===== src/rtl/hart_pkg.sv =====
// hart_pkg: sequencer states, memory width codes and the idle instruction.
package hart_pkg;
    typedef enum logic [2:0] {
        S_IDLE,
        S_FETCH,
        S_EXEC,
        S_DATA,
        S_COMMIT,
        S_HALT
    } state_t;
    localparam logic [1:0] W_BYTE = 2'd0;
    localparam logic [1:0] W_HALF = 2'd1;
    localparam logic [1:0] W_WORD = 2'd2;
    localparam logic [31:0] NOP_INSN = 32'h0000_0013;
endpackage


===== src/rtl/lane_steer.sv =====
// lane_steer: byte enables, store replication and load shift/extend for one access.
module lane_steer
    import hart_pkg::*;
(
    input  logic [1:0]  addr,
    input  logic [1:0]  width,
    input  logic        sext,
    input  logic [31:0] wdata,
    input  logic [31:0] rdata,
    output logic [3:0]  be,
    output logic [31:0] wdata_steer,
    output logic [31:0] rdata_ext
);
    logic [31:0] sh;
    // width[1] covers both the word code and the unused code 3
    always_comb begin
        sh = rdata >> {addr, 3'b000};
        be = width[1] ? 4'hF << addr : width == W_HALF ? 4'h3 << addr : 4'h1 << addr;
        wdata_steer = width[1] ? wdata : width == W_HALF ? {2{wdata[15:0]}} : {4{wdata[7:0]}};
        rdata_ext = width[1] ? sh : width == W_HALF ? {{16{sext & sh[15]}}, sh[15:0]}
                                                    : {{24{sext & sh[7]}}, sh[7:0]};
    end
endmodule


===== src/rtl/hart_sequencer.sv =====
// hart_sequencer: multi-cycle fetch/exec/data sequencer sharing one bus for the hart.
// Define HART_SEQ_MISALIGN_CHECK_EN to trap misaligned accesses and branch targets into HALT.
module hart_sequencer
    import hart_pkg::*;
#(
    parameter logic [31:0] RESET_PC = 32'h0000_0000
) (
    input  logic        clk,
    input  logic        reset,
    input  logic        run,
    output logic [31:0] pc,
    output logic [31:0] insn,
    input  logic [31:0] nextpc,
    input  logic [31:0] memaddr,
    input  logic [31:0] memwdata,
    input  logic        memw,
    input  logic        hart_load,
    input  logic [1:0]  memwidth,
    input  logic        memsext,
    output logic [31:0] memrdata,
    output logic        commit,
    output logic [31:0] instret,
    output logic        fault,
    output logic        bus_req,
    output logic        bus_we,
    output logic [31:0] bus_addr,
    output logic [3:0]  bus_be,
    output logic [31:0] bus_wdata,
    input  logic        bus_ready,
    input  logic [31:0] bus_rdata
);
    state_t      state;
    logic [31:0] a, wd, sw, ld;
    logic [1:0]  w;
    logic        sx, we, mem, bad;
    logic [3:0]  be;

    assign mem = memw | hart_load;
`ifdef HART_SEQ_MISALIGN_CHECK_EN
    assign bad = mem ? ((memwidth == W_HALF && memaddr[0]) || (memwidth[1] && memaddr[1:0] != 2'b00))
                     : (nextpc[1:0] != 2'b00);
`else
    assign bad = 1'b0;
`endif

    lane_steer u_steer (
        .addr(a[1:0]),
        .width(w),
        .sext(sx),
        .wdata(wd),
        .rdata(bus_rdata),
        .be(be),
        .wdata_steer(sw),
        .rdata_ext(ld)
    );

    assign commit    = (state == S_EXEC && !mem && !bad) || state == S_COMMIT;
    assign bus_req   = state == S_FETCH || state == S_DATA;
    assign bus_we    = state == S_DATA && we;
    assign bus_addr  = state == S_DATA ? {a[31:2], 2'b00} : state == S_FETCH ? {pc[31:2], 2'b00} : 32'h0;
    assign bus_be    = state == S_DATA ? be : state == S_FETCH ? 4'hF : 4'h0;
    assign bus_wdata = bus_we ? sw : 32'h0;

    always_ff @(posedge clk or posedge reset) begin
        if (reset) begin
            state    <= S_IDLE;
            pc       <= RESET_PC;
            insn     <= NOP_INSN;
            instret  <= 32'h0;
            fault    <= 1'b0;
            memrdata <= 32'h0;
            a        <= 32'h0;
            wd       <= 32'h0;
            w        <= W_BYTE;
            sx       <= 1'b0;
            we       <= 1'b0;
        end else begin
            case (state)
                S_IDLE: if (run) state <= S_FETCH;
                S_FETCH: if (bus_ready) begin
                    insn  <= bus_rdata;
                    state <= S_EXEC;
                end
                S_EXEC: if (bad) begin
                    fault <= 1'b1;
                    state <= S_HALT;
                end else if (mem) begin
                    a     <= memaddr;
                    wd    <= memwdata;
                    w     <= memwidth;
                    sx    <= memsext;
                    we    <= memw;
                    state <= S_DATA;
                end else begin
                    pc      <= nextpc;
                    instret <= instret + 32'd1;
                    state   <= run ? S_FETCH : S_IDLE;
                    if (!run) insn <= NOP_INSN;
                end
                S_DATA: if (bus_ready) begin
                    if (!we) memrdata <= ld;
                    state <= S_COMMIT;
                end
                S_COMMIT: begin
                    pc      <= nextpc;
                    instret <= instret + 32'd1;
                    state   <= run ? S_FETCH : S_IDLE;
                    if (!run) insn <= NOP_INSN;
                end
                S_HALT: state <= S_HALT;
                default: state <= S_IDLE;
            endcase
        end
    end
endmodule


===== config.mk =====
export PLATFORM = sky130hd
export DESIGN_NAME = hart_sequencer
export DESIGN_NICKNAME = d
export VERILOG_FILES = /design/src/rtl/hart_pkg.sv /design/src/rtl/lane_steer.sv /design/src/rtl/hart_sequencer.sv
export SDC_FILE = /design/constraint.sdc
export NUM_CORES = 1
export LEC_CHECK = 0
export CAP_MARGIN = 20
export CORE_UTILIZATION = 40
export CTS_BUF_LIST = sky130_fd_sc_hd__clkbuf_4 sky130_fd_sc_hd__clkbuf_8
export DETAILED_ROUTE_END_ITERATION = 7
export GPL_ROUTABILITY_DRIVEN = 0
export PLACE_DENSITY = 0.72
export SETUP_SLACK_MARGIN = 0.1
export SLEW_MARGIN = 30
export SYNTH_ARGS = -nofsm -noshare
export SYNTH_HDL_FRONTEND = slang
export SYNTH_SLANG_ARGS = --single-unit

===== constraint.sdc =====
create_clock -name clk -period 9.05 [get_ports clk]
set_input_delay 1.81 -clock clk [delete_from_list [all_inputs] [get_ports clk]]
set_output_delay 1.81 -clock clk [all_outputs]
set_load 0.05 [all_outputs]

== Yosys cells after proc, flatten, opt, wreduce, memory -nomap -nowiden ==
Cells that the tools add are included.

* Add/subtract/negate cells: 1
* $mul: 0
* Div/mod/pow operators: 0
* $lt $le $gt $ge: 0
* Equality and inequality tests: 10
* Shift-type cells: 4
* Multiplexer cells: 25
* Bitwise logic cells: 4
* Reduce and logical (&&, ||, !) cells: 13

{| class="wikitable"
|+ Operators by type and width
! kind !! count
|-
| 32-bit 2-to-1 mux || 12
|-
| 32-bit one-hot mux with 2 select lines || 2
|-
| 32-bit one-hot mux with 3 select lines || 1
|-
| 32-bit by 1-bit adder with 32-bit output, second input constant || 1
|-
| 32-bit by 5-bit >> shifter with 32-bit output || 1
|-
| 3-bit one-hot mux with 6 select lines || 1
|-
| 4-bit 2-to-1 mux || 4
|-
| 3-bit 2-to-1 mux || 3
|-
| 3-bit AND reduction || 3
|-
| 2-bit != test, second input constant || 4
|-
| 3-bit by 2-bit equality test with 1-bit output, second input constant || 2
|-
| 3-bit equality test, second input constant || 2
|-
| 2-bit AND reduction || 2
|-
| 1-bit by 2-bit << shifter with 4-bit output, first input constant || 1
|-
| 2-bit by 2-bit << shifter with 4-bit output, first input constant || 1
|-
| 4-bit by 2-bit << shifter with 4-bit output, first input constant || 1
|-
| 3-bit by 1-bit equality test with 1-bit output, second input constant || 1
|-
| 3-bit zero test || 1
|-
| 3-bit nonzero test || 1
|-
| 1-bit AND || 2
|-
| 2-bit by 1-bit equality test with 1-bit output, second input constant || 1
|-
| 1-bit logical AND || 2
|-
| 1-bit logical OR || 2
|-
| 2-bit 2-to-1 mux || 1
|-
| 5 further kinds || 5
|}

* Bits in registers: 199
* Bits in latches: 0
* RAM bits: 0
* Bits in read-only memories: 0
* Input bits: 137
* Output and inout bits: 200
* Word-level logic and storage cells: 67
* Memories kept: 0

== Longest topological paths before layout ==
* Depth after elaboration: 4
* Depth in mapped cells: 7
* Depth with buffers taken out: 5

== Cells and area by module ==
From an unflattened synthesis, not the netlist that was laid out.

* Cells, all modules: 851
* Area total of the unflattened synthesis: 9978.3 um2

{| class="wikitable"
|+ By module, submodules not included
! module !! times used !! cells each !! area each (um2) !! sequential area each (um2)
|-
| hart_sequencer || 1 || 685 || 8738.4 || 4983.5
|-
| lane_steer || 1 || 166 || 1239.9 || 0.0
|}

== Least setup slack after synthesis ==
Ideal clock, no wire load.

* Kind: input port to output port
* From: input hart_load
* To: output commit
* Data arrival time: 3181 ps
* Data required time: 7240 ps
* Path slack: 4059 ps
* Stages: 4
* Buffers on the path: 2
* Cell sequence: or4b_1 > buf_2 > a21oi_2 > buf_2

* Word-level cells in the longest chain between the ends: 4

{| class="wikitable"
|+ Ends and longest elaborated chain
! item !! line !! source
|-
| start: declaration || hart_sequencer.sv:17 || <nowiki>input logic hart_load,</nowiki>
|-
| 1-bit bitwise OR || hart_sequencer.sv:38 || <nowiki>assign mem = memw | hart_load;</nowiki>
|-
| 1-bit zero test || hart_sequencer.sv:57 || <nowiki>assign commit = (state == S_EXEC && !mem && !bad) || state == S_COMMIT;</nowiki>
|-
| 1-bit logical AND || hart_sequencer.sv:57 ||
|-
| 1-bit logical OR || hart_sequencer.sv:57 ||
|-
| end: declaration || hart_sequencer.sv:21 || <nowiki>output logic commit,</nowiki>
|}

Every way passes these cells.

== Worst setup path in the final report ==
Ends and elaborated chain as after synthesis.

==> flow_metrics.env <==
export IMPL_hold_end="instret[31]"
export IMPL_status="completed"
export IMPL_hold_path_cell_count=1
export IMPL_critPathKind="in2out"
export IMPL_ys_types=50
export IMPL_nets=1431
export IMPL_fin_util_pct=57.67
export IMPL_cts_buffers=17
export IMPL_clk_pin_slew_worst_paths_ns=0.11
export IMPL_cp_buffers_inverters=3
export IMPL_arrival_ns=4.53
export IMPL_cts_num_sinks=199
export IMPL_slew_headroom_pct=36.01
export IMPL_hold_slack_ns=0.4722
export IMPL_setup_worst_path_end_class="output pin"
export IMPL_cts_buffer_depth=2
export IMPL_critPathLaunchType="input pin"
export IMPL_post_dp_hpwl_um=20340
export IMPL_path_cells="clkdlybuf4s50_1, or4b_1, a21oi_4, buf_4, clkdlybuf4s50_1"
export IMPL_cellLeakagePower_uw=0.005840
export IMPL_antenna_found_initial=0
export IMPL_postRouteAntennaNets=0
export IMPL_die_x_um=156.5
export IMPL_wl_per_cell_um=18.04
export IMPL_fin_crit_ns=6.338
export IMPL_synth_top_area_share_pct=51.38
export IMPL_start_util_pct=40.67
export IMPL_p_per_area_nw_per_um2=398.6
export IMPL_timing_fmax_ghz=0.1578
export IMPL_post_cts_resized=0
export IMPL_drcViolationCount=0
export IMPL_synth_seq_cells=199
export IMPL_async_reset_ff_share_pct=100.0
export IMPL_grt_pass1_wl_um=45240
export IMPL_syn_area_per_cell_sq_um=9.566
export IMPL_grt_pass1_vias=8088
export IMPL_synthTopCellsByArea="dfrtp_1 (51%), nand2_1 (9.5%), mux2i_1 (6.5%)"
export IMPL_grtUsageTotal_pct=24.04
export IMPL_grt_overflow_total=0
export IMPL_wl_um=29320
export IMPL_crit_path_max_incr_delay_ns=0.90
export IMPL_ys_seq_area_share_pct=52.20
export IMPL_synth_edff_count=0
export IMPL_rrSetupSlack_ns=6.28
export IMPL_die_area_sq_um=24490
export IMPL_worstSkewPairLatency_ns=0.46
export IMPL_cts_setup_buffers=0
export IMPL_crit_top_cell="clkdlybuf4s50_1"
export IMPL_drive_gt1_share_pct=8.116
export IMPL_io_pins=337
export IMPL_rr_endpoint="insn[7]"
export IMPL_hold_viol_final=0
export IMPL_drtIter0Drc=397
export IMPL_peakVddDrop_uv=339.3
export IMPL_vias=8335
export IMPL_finalSetupViolCount=0
export IMPL_area_growth_pct=41.78
export IMPL_yosys_area_top_type="dfrtp_1"
export IMPL_rsz0062_at_grt="false"
export IMPL_fp_row_count=56
export IMPL_worstHoldStart="instret[31]"
export IMPL_htree_num_levels=4
export IMPL_ys_warnings_count=0
export IMPL_reg2reg_depth=5
export IMPL_io_buffers=333
export IMPL_synthFlopType="dfrtp_1"
export IMPL_drv_slew=0
export IMPL_synth_area_sq_um=9547
export IMPL_drt_vias_per_instance=5.129
export IMPL_setup_tns_final_ns=0
export IMPL_hold_class="reg2reg"
export IMPL_fin_skew_ns=0.01586
export IMPL_postSynthCellCount=998
export IMPL_final_cell_mix="clkdlybuf4s50_1 (333), nand2_1 (242), dfrtp_1 (195)"
export IMPL_cts_root_buf="clkbuf_8"
export IMPL_finalCritPeriodShare_pct=70.03
export IMPL_antennaDiodeCount=0
export IMPL_crit_slowest_cell="clkdlybuf4s50_1"
export IMPL_grt_max_degree=129
export IMPL_drt_first_pass_iters=5
export IMPL_mostFrequentLayoutCell="clkdlybuf4s50_1"
export IMPL_worst_pin_slew_ns=0.9571
export IMPL_r2r_start="state[0]"
export IMPL_die_h_um=156.5
export IMPL_crit_family="buffers and inverters"
export IMPL_cp_max_fo=36
export IMPL_hold_buffers=0
export IMPL_core_area_sq_um=23470
export IMPL_cp_required_ns=7.24
export IMPL_cts_tree="done"
export IMPL_max_cap_violations=0
## layout make-up
| cell class | instances | area, sq um |
|---|---|---|
| sequential | 199 | 4985 |
| inverter | 37 | 151.4 |
| timing repair buffer | 344 | 3423 |
| clock buffer | 19 | 261.5 |
| multi-input combinational | 694 | 4182 |
| fill | 2070 | 9937 |
| tap | 319 | 399.1 |
| clock inverter | 13 | 133.9 |
## kinds of logic after synthesis
logic type	share of synthesized area (%)
and+or+nand+nor	20.54
DFF	52.20
AOI/OAI and AO/OA	7.969
buffers and inverters	4.495
muxes	11.69
xor gates and xnor gates	2.936
adders and majority gates	0.1310
other	0.03928
## synth_stat cells (2+ instances only)
master    number
dfrtp_1      196
or3_1          2
nand2_1      242
xnor2_1       16
a21o_1         2
a21oi_1       26
a211oi_1      19
and4_1         4
mux2i_1       62
nor4_2         5
buf_2          7
nand4b_1       3
a22o_1         2
buf_4          3
mux2_2        40
buf_1         10
nor2b_1       11
xor2_1        16
nand2b_1       4
nor2_1        78
nand4_1       33
inv_1         37
nand3_1       12
nor3b_1        2
nor4_1         4
o21ai_1        2
o21a_1         7
and2_1        20
o21ai_0       39
dfstp_2        3
nor3_1         8
clkbuf_1      49
mux4_2         2
o22a_1        16
## sequential cells by signal (all words and copies together) (netlist names)
signal / count
state: 3
instret: 32
memrdata: 32
insn: 32
sx: 1
wd: 32
pc: 32
w: 2
we: 1
a: 32
## how the worst max path moves through the flow
stage	from	to	cells after the start
after CTS	hart_load	commit	5
after global placement	hart_load	commit	5
after floorplan	reset	a[0]	1
after global routing	hart_load	commit	5
after detailed placement	hart_load	commit	5
final	hart_load	commit	5
## per-stage QoR
stage / std cells / setup WS (ns) / total power (uW) / instance area, sq um
floorplan: 1000 / 1.819 / 3720 / 9554
global placement: 1593 / 2.745 / 4798 / 13120
detailed placement: 1593 / 2.707 / 4837 / 13130
CTS: 1625 / 2.706 / 5435 / 13530
global route: 1625 / 2.610 / 5687 / 13540
finish: 1625 / 2.712 / 5395 / 13540
## power by group
| group | internal [uW] | switching [uW] | total, uW |
|---|---|---|---|
| Combinational | 1110 | 2170 | 3280 |
| Clock | 242 | 342 | 584 |
| Sequential | 1250 | 285 | 1530 |
## per-layer routing
metal  GRT usage [%]  vias up  share of wire [%]
met5               0        -                  0
met4           8.450        0                2.5
met3           6.840       46                7.9
met2           38.71      321                 48
met1           30.89     4046                 42
li1                -     3922                  -
No activity file was read; power rests on OpenSTA's default activity.
